### config.mk
export PLATFORM = sky130hd
export DESIGN_NAME = anemometer_gate
export DESIGN_NICKNAME = d
export VERILOG_FILES = /design/src/rtl/anemometer_gate_pkg.sv /design/src/rtl/anemometer_gate_bcd_counter4.sv /design/src/rtl/anemometer_gate.sv
export SDC_FILE = /design/constraint.sdc
export NUM_CORES = 1
export LEC_CHECK = 0
export CAP_MARGIN = 15
export CELL_PAD_IN_SITES_DETAIL_PLACEMENT = 0
export CELL_PAD_IN_SITES_GLOBAL_PLACEMENT = 1
export CORE_ASPECT_RATIO = 1.5
export CORE_MARGIN = 2
export CORE_UTILIZATION = 40
export CTS_CLUSTER_DIAMETER = 80
export DETAILED_ROUTE_END_ITERATION = 8
export GPL_ROUTABILITY_DRIVEN = 0
export GPL_TIMING_DRIVEN = 0
export PLACE_DENSITY = 0.81
export SYNTH_ARGS = -nofsm -noshare
export SYNTH_HDL_FRONTEND = slang
export SYNTH_SLANG_ARGS = --single-unit
### constraint.sdc
create_clock -name clk -period 2.06 [get_ports clk]
set_clock_uncertainty 0.2 [all_clocks]
set_input_delay 0.515 -clock clk [delete_from_list [all_inputs] [get_ports clk]]
set_output_delay 0.515 -clock clk [all_outputs]
set_load 0.02 [all_outputs]
### src/rtl/anemometer_gate_pkg.sv
// Shared types and constants for the anemometer gate: debounce state
// encoding, BCD digit geometry and the display saturation value.
package anemometer_gate_pkg;

    typedef enum logic [1:0] {
        STABLE_LOW  = 2'd0,
        WAIT_HIGH   = 2'd1,
        STABLE_HIGH = 2'd2,
        WAIT_LOW    = 2'd3
    } deb_state_t;

    localparam int DIGIT_W    = 4;
    localparam int NUM_DIGITS = 4;
    localparam int SAT_VALUE  = 9999;

    // Element [0] is the units digit.
    typedef logic [NUM_DIGITS-1:0][DIGIT_W-1:0] bcd4_t;

    // Binary to 4-digit BCD; only used to build constants.
    function automatic bcd4_t to_bcd4(input int value);
        bcd4_t r;
        int    v;
        v = value;
        for (int i = 0; i < NUM_DIGITS; i++) begin
            r[i] = DIGIT_W'(v % 10);
            v    = v / 10;
        end
        return r;
    endfunction

    localparam bcd4_t BCD_SAT = to_bcd4(SAT_VALUE);

    // Decimal increment with ripple carry from the units digit upward.
    function automatic bcd4_t bcd_inc(input bcd4_t v);
        bcd4_t r;
        logic  carry;
        r     = v;
        carry = 1'b1;
        for (int i = 0; i < NUM_DIGITS; i++) begin
            if (carry) begin
                if (v[i] == DIGIT_W'(9)) begin
                    r[i]  = '0;
                    carry = 1'b1;
                end else begin
                    r[i]  = v[i] + DIGIT_W'(1);
                    carry = 1'b0;
                end
            end
        end
        return r;
    endfunction

endpackage

### src/rtl/anemometer_gate_bcd_counter4.sv
// Four-digit saturating BCD pulse accumulator with a sticky overflow bit.
// digits_next/sat_next show the value including this cycle's inc, so the
// owner can capture a window total that includes a pulse on its last cycle.
module bcd_counter4
    import anemometer_gate_pkg::*;
(
    input  logic  clk,
    input  logic  reset_L,
    input  logic  inc,
    input  logic  clear,
    output bcd4_t digits,
    output logic  sat,
    output bcd4_t digits_next,
    output logic  sat_next
);

    logic at_sat;

    // Next value: increment unless already pinned at 9999; a pulse at 9999 sets sat.
    always_comb begin
        at_sat      = (digits == BCD_SAT);
        digits_next = digits;
        sat_next    = sat;
        if (inc) begin
            if (at_sat) begin
                sat_next = 1'b1;
            end else begin
                digits_next = bcd_inc(digits);
            end
        end
    end

    // Accumulator register; clear wins over inc.
    always_ff @(posedge clk) begin
        if (!reset_L || clear) begin
            digits <= '0;
            sat    <= 1'b0;
        end else begin
            digits <= digits_next;
            sat    <= sat_next;
        end
    end

endmodule

### src/rtl/anemometer_gate.sv
// Anemometer rotation counter: synchronise and debounce the reed contact,
// count accepted rising edges over a fixed gate window, and present the
// last complete window as four BCD digits.
// Strobe semantics: pulse and speed_valid are single-cycle, registered,
// with no back-pressure; digits and overflow are stable whenever
// speed_valid is high and hold until the next window closes.
module anemometer_gate
    import anemometer_gate_pkg::*;
#(
    parameter int GATE_CYCLES     = 50_000_000,
    parameter int DEBOUNCE_CYCLES = 50_000
) (
    input  logic               clk,
    input  logic               reset_L,
    input  logic               rotation,
    output logic               pulse,
    output logic [DIGIT_W-1:0] digit0,
    output logic [DIGIT_W-1:0] digit1,
    output logic [DIGIT_W-1:0] digit2,
    output logic [DIGIT_W-1:0] digit3,
    output logic               speed_valid,
    output logic               overflow,
    output deb_state_t         dbg_state
);

    localparam int GW = (GATE_CYCLES > 1) ? $clog2(GATE_CYCLES) : 1;
    localparam int DW = (DEBOUNCE_CYCLES > 1) ? $clog2(DEBOUNCE_CYCLES) : 1;
    localparam logic [GW-1:0] GATE_LAST = GW'(GATE_CYCLES - 1);
    localparam logic [DW-1:0] DCNT_LAST = DW'(DEBOUNCE_CYCLES - 1);

    logic          sync_q1;
    logic          s;
    deb_state_t    state, state_d;
    logic [DW-1:0] dcnt, dcnt_d;
    logic          pulse_d;
    logic [GW-1:0] gcnt;
    logic          gate_end;
    bcd4_t         acc_digits, acc_next, disp_q;
    logic          acc_sat, acc_sat_next;

    // Two-flop synchroniser; s is the only consumer of rotation.
    always_ff @(posedge clk) begin
        if (!reset_L) begin
            sync_q1 <= 1'b0;
            s       <= 1'b0;
        end else begin
            sync_q1 <= rotation;
            s       <= sync_q1;
        end
    end

    // Debounce state, dwell counter and registered pulse.
    always_ff @(posedge clk) begin
        if (!reset_L) begin
            state <= STABLE_LOW;
            dcnt  <= '0;
            pulse <= 1'b0;
        end else begin
            state <= state_d;
            dcnt  <= dcnt_d;
            pulse <= pulse_d;
        end
    end

    // Debounce next-state: a new level must persist DEBOUNCE_CYCLES samples after the first.
    always_comb begin
        state_d = state;
        dcnt_d  = dcnt;
        pulse_d = 1'b0;
        unique case (state)
            STABLE_LOW: begin
                if (s) begin
                    state_d = WAIT_HIGH;
                    dcnt_d  = '0;
                end
            end
            WAIT_HIGH: begin
                if (!s) begin
                    state_d = STABLE_LOW;
                end else if (dcnt == DCNT_LAST) begin
                    state_d = STABLE_HIGH;
                    pulse_d = 1'b1;
                end else begin
                    dcnt_d = dcnt + DW'(1);
                end
            end
            STABLE_HIGH: begin
                if (!s) begin
                    state_d = WAIT_LOW;
                    dcnt_d  = '0;
                end
            end
            WAIT_LOW: begin
                if (s) begin
                    state_d = STABLE_HIGH;
                end else if (dcnt == DCNT_LAST) begin
                    state_d = STABLE_LOW;
                end else begin
                    dcnt_d = dcnt + DW'(1);
                end
            end
            default: state_d = STABLE_LOW;
        endcase
    end

    assign dbg_state = state;
    assign gate_end  = (gcnt == GATE_LAST);

    // Free-running gate window counter, restarted by reset.
    always_ff @(posedge clk) begin
        if (!reset_L) begin
            gcnt <= '0;
        end else if (gate_end) begin
            gcnt <= '0;
        end else begin
            gcnt <= gcnt + GW'(1);
        end
    end

    bcd_counter4 u_acc (
        .clk         (clk),
        .reset_L     (reset_L),
        .inc         (pulse),
        .clear       (gate_end),
        .digits      (acc_digits),
        .sat         (acc_sat),
        .digits_next (acc_next),
        .sat_next    (acc_sat_next)
    );

    // Capture the closing window (including a pulse on its last cycle) at gate end.
    always_ff @(posedge clk) begin
        if (!reset_L) begin
            disp_q      <= '0;
            overflow    <= 1'b0;
            speed_valid <= 1'b0;
        end else begin
            speed_valid <= gate_end;
            if (gate_end) begin
                disp_q   <= acc_next;
                overflow <= acc_sat_next;
            end
        end
    end

    assign digit0 = disp_q[0];
    assign digit1 = disp_q[1];
    assign digit2 = disp_q[2];
    assign digit3 = disp_q[3];

endmodule
== Yosys cells after proc, flatten, opt, wreduce, memory -nomap -nowiden ==
Index checks and enable logic that the tools add are counted.
Word-level totals
  flip-flop bits (word level): 82
  latch bits: 0
  memory bits (writable): 0
  ROM bits: 0
  bits of input ports: 3
  output and inout port bits: 21
  word-level logic and storage cells: 83
  memories: 0
Operators by class
  add/subtract/negate cells: 6
  $mul: 0
  div/mod/pow operators: 0
  order comparisons: 0
  equality and inequality tests: 16
  shift operators: 0
  mux-type cells: 36
  bitwise gates (word level): 1
  reductions and logical operators: 7
Operators with widths (count)
  2-to-1 mux 16 bit: 7
  case mux 16 bit (4 select lines): 1
  equality test 16 bit (second input constant): 2
  2-to-1 mux 4 bit: 7
  adder 26 x 1 -> 26 bit (second input constant): 1
  equality test 26 bit (second input constant): 1
  adder 16 x 1 -> 16 bit (second input constant): 1
  adder 4 x 1 -> 4 bit (second input constant): 4
  equality test 4 bit (second input constant): 4
  2-to-1 mux 1 bit: 14
  2-to-1 mux 2 bit: 6
  inequality test 2 bit (second input constant): 4
  case mux 2 bit (4 select lines): 1
  AND reduction 4 bit: 2
  inequality test 3 bit (second input constant): 2
  equality test 2 bit (second input constant): 2
  AND reduction 3 bit: 1
  equality test 2 x 1 -> 1 bit (second input constant): 1
  logical NOT 2 bit: 1
  OR reduction 2 bit: 1
  logical NOT 1 bit: 1
  logical OR 1 bit: 1
  NOT 1 bit: 1

== Depth between registers and ports, before layout ==
  word-level depth: 13
  depth in mapped cells: 9
  depth with buffers taken out: 6

== Hierarchy ==
Synthesis repeated with hierarchy kept, for this count alone.
Unflattened totals
  cells, all modules: 456
  area total of the unflattened synthesis: 4043.9 um^2
Modules (own cells, without submodules)
  anemometer_gate: times used 1, cells each 345, area each 3029.2 um^2, seq. area each 1301.2 um^2
  bcd_counter4: times used 1, cells each 111, area each 1014.7 um^2, seq. area each 340.3 um^2

== Least setup slack after synthesis ==
Ideal clock, no wire load.
  path kind: register -> register
  start: register gcnt[0]
  end: register u_acc.digits[7] (netlist bit)
  setup time: 120 ps
  data arrival time: 1684 ps
  data required time: 1740 ps
  slack: 56 ps
  cell stages (with the launch flop): 10
  path buffers: 3
  period minus slack after synthesis: 2004 ps
  cell sequence: dfxtp_1 > ha_1 > nand3_1 > or2_1 > clkbuf_2 > nor3_2 > nand2b_1 > buf_2 > buf_4 > nor2_1
On the way
  word-level cells in the longest chain between the ends: 2
RTL lines
  start: declaration: RTL line anemometer_gate.sv:36  | logic [GW-1:0] gcnt;
  start signal: assignment: RTL line anemometer_gate.sv:116  | gcnt <= gcnt + GW'(1);
  equality test 26 bit: RTL line anemometer_gate.sv:107  | assign gate_end = (gcnt == GATE_LAST);
  logical OR 1 bit: RTL line anemometer_gate_bcd_counter4.sv:35  | if (!reset_L || clear) begin
  end signal: assignment: RTL line anemometer_gate_bcd_counter4.sv:39  | digits <= digits_next;
  end: declaration: RTL line anemometer_gate_bcd_counter4.sv:11  | output bcd4_t digits,
No other way between the ends.
A chain may end at the register's enable or synchronous reset.

== Worst setup path in the final report ==
  start: register dcnt[4]
  end: register dcnt[2]
On the way
  word-level cells in the longest chain between the ends: 4
  elaborated cells between the ends (all ways): 5
  classes of those cells: eq/ne: 1; mux: 4
RTL lines
  start: declaration: RTL line anemometer_gate.sv:34  | logic [DW-1:0] dcnt, dcnt_d;
  start signal: assignment: RTL line anemometer_gate.sv:60  | dcnt <= dcnt_d;
  equality test 16 bit *: RTL line anemometer_gate.sv:80, anemometer_gate.sv:96
  2-to-1 mux 16 bit *
  2-to-1 mux 16 bit, on equally long branches
  case mux 16 bit (4 select lines) *
Mark *: on every way between the ends. The rest lies on a longest branch, timed or not. The select of a mux whose other input is x is not followed.

==> results_dict.tcl <==
set metrics [dict create \
    core_um2 8780 \
    hold_ws_ps 232 \
    diodes 0 \
    first_pass_iters 4 \
    final_layout_size_suffix_gt1_share_pct 19.3 \
    yosysSeqAreaShare_pct 45.8 \
    clock_path_buffers 2 \
    avgRoutedWirePerCell_um 14.3 \
    p_leak_uw 0.00168 \
    synth.largest_area_cell "dfxtp_1" \
    regArea_um2 1660 \
    worst_setup_path_end_kind "flop" \
    postRouteAntennaNets 0 \
    gr-usage-all-layers_pct 17.7 \
    outcome "finished clean" \
    synth_seq_cells 82 \
    syn_to_final_growth_pct 30.3 \
    postSynthCellCount 414 \
    netlist_top_cells_count "dfxtp_1, nor2_1, nand2_1" \
    fmax_ghz 0.486 \
    final_nets 467 \
    final_max_slew_viol_count 0 \
    worst_setup_path_start_kind "flop" \
    fin_crit_sh_pct 99.9 \
    drt_wl_total_um 8280 \
    synth_edf_count 0 \
    setup_violations 0 \
    drc_errors 0 \
    pwr_density_cell_nw_per_um2 689 \
    dp.cells 547 \
    via_per_inst 5.18 \
    tightest_slew_ps 591 \
    synth-main-ff-cell "dfxtp_1" \
    fin_crit_ps 2060 \
    overflow 0 \
    die_x_um 81.3 \
    io_buffer_count 23 \
    hold_path.class "flop to flop" \
    critPathMaxFanout 3 \
    stdcell_count 577 \
    multiInputGateArea_um2 2010 \
    critical_path_class "flop to flop" \
    cts_root_buf "clkbuf_16" \
    synth_top_area_share_pct 45.8 \
    worst_setup_hold_path_clk_slew_ps 60 \
    synth.distinct_cells 50 \
    placementRows 42 \
    fillers 800 \
    grt_pass1_wl_um 13400 \
    synth_nets 419 \
    cts_buffers 9 \
    synthTopCellsByArea "dfxtp_1, nor2_1, xnor2_1" \
    start_util_pct 40.9 \
    cts_sinks 82 \
    initialDrtViolationCount 203 \
    yosys_warnings 0 \
    ys_async_sr_fraction_pct 0 \
    hold_violations 0 \
    cap_violations 0 \
    num_vias 2989 \
    yosysMostFrequentCell "dfxtp_1" \
    antenna_found_initial 0 \
    dp_hpwl_um 5550 \
    grt_max_degree 13 \
    peakVddDrop_uv 474 \
    die_h_um 120 \
    clkLatencyLatePin_ps 340 \
    power_uw 3220 \
    cts_tree "done" \
    grt_pass1_vias 2875 \
    die_area_um2 9750 \
    worstPathArrival_ps 2070 \
    io_pins 24 \
    synth.avg_cell_area_um2 8.66 \
    cp_data_required_time_ps 2070 \
    slew_headroom_pct 60.3 \
    htree_levels 3 \
    rsz0062_at_grt "yes" \
    syn_area_um2 3590 \
]
==> report_power, final <==
group | leakage (µW) | internal (µW) | switching (µW) | total (µW)
Sequential | 0.000666 | 1590 | 9.04 | 1600
Clock | 0.000143 | 912 | 615 | 1530
Combinational | 0.000868 | 44.0 | 48.7 | 92.7
==> flip-flops by register name, summed over array words and instances (netlist names), 4 cells and up, named ones only <==
name and count:
digit3 4, dcnt 16, u_acc.digits 16, digit2 4, gcnt 26, digit0 4
digit1 4
==> kinds of logic (layout without fill, tap and decap cells) <==
logic type	count (synthesis)	after routing	share of synthesized area, %
and+or+nand+nor	211	211	30.9
DFF	82	82	45.8
AOI/OAI and AO/OA	46	46	7.43
xor gates and xnor gates	44	44	10.7
buffers and inverters	25	78	3.24
muxes	4	4	1.15
adders and majority gates	2	2	0.698
==> placed cells by master (no fill, tap or decap), types with 4 or more instances in the layout <==
cell type,count
nor2_1,81
nor3_4,4
dfxtp_1,73
xor2_1,14
a21oi_1,15
nor3_1,10
and2_1,5
clkbuf_16,12
clkdlybuf4s50_1,18
buf_8,4
or4_4,4
o22ai_1,4
a211oi_1,4
nand2_1,30
dfxtp_2,6
nand4_1,9
xnor2_1,28
nor4_1,4
o21ai_0,15
and3_1,5
inv_1,11
nand3_2,5
nand3_1,19
buf_4,13
==> metal layers <==
layer	part of all wire [%]	wire length (µm)	global-route usage, %
met5	0	0	0
met4	1.8	148	6.99
met3	2.9	244	3.76
met2	54	4450	30.7
met1	42	3440	20.7
==> cell type report <==
cell class	instances	area share, %
well taps	110	2.95
plain buffers	11	2.65
multi-input cells	307	43.0
inverters	12	0.991
clock inverters	2	0.214
flip-flops and latches	82	35.5
clock buffers	14	5.87
repair buffers	39	8.73
==> critical path, cell delays in order, from the launching register on <==
cell and delay, ps:
dfxtp_4 350, or4b_4 520, or4_4 590, nand3_2 90, xor2_1 140, nor2_1 50
==> metrics by stage <==
stage	util, %	setup slack (ps)	TNS [ps]	instance area [µm²]
finish	53.2	2.57	0	4670
global route	53.2	-126	-825	4670
CTS	49.4	3.16	0	4340
detailed placement	45.1	-653	-18830	3950
global placement	45.1	-674	-17570	3950
floorplan	-	56.0	0	3590
==> timing repair <==
action	CTS	global route
pin swaps	5	13
hold buffers	0	0
gates resized for setup	28	48
buffers inserted	3	10
endpoints found under the setup margin	69	71
cloned	0	3
==> path summary, 6_finish.rpt <==
kind,from,endpoint,slack (ps),cells after the start
min reg2reg,sync_q1,s,230,1
min,sync_q1,s,230,1
max reg2reg,dcnt[4],dcnt[2],3,5
max,dcnt[4],dcnt[2],3,5
Note: power is estimated with default switching activity, not from simulation.
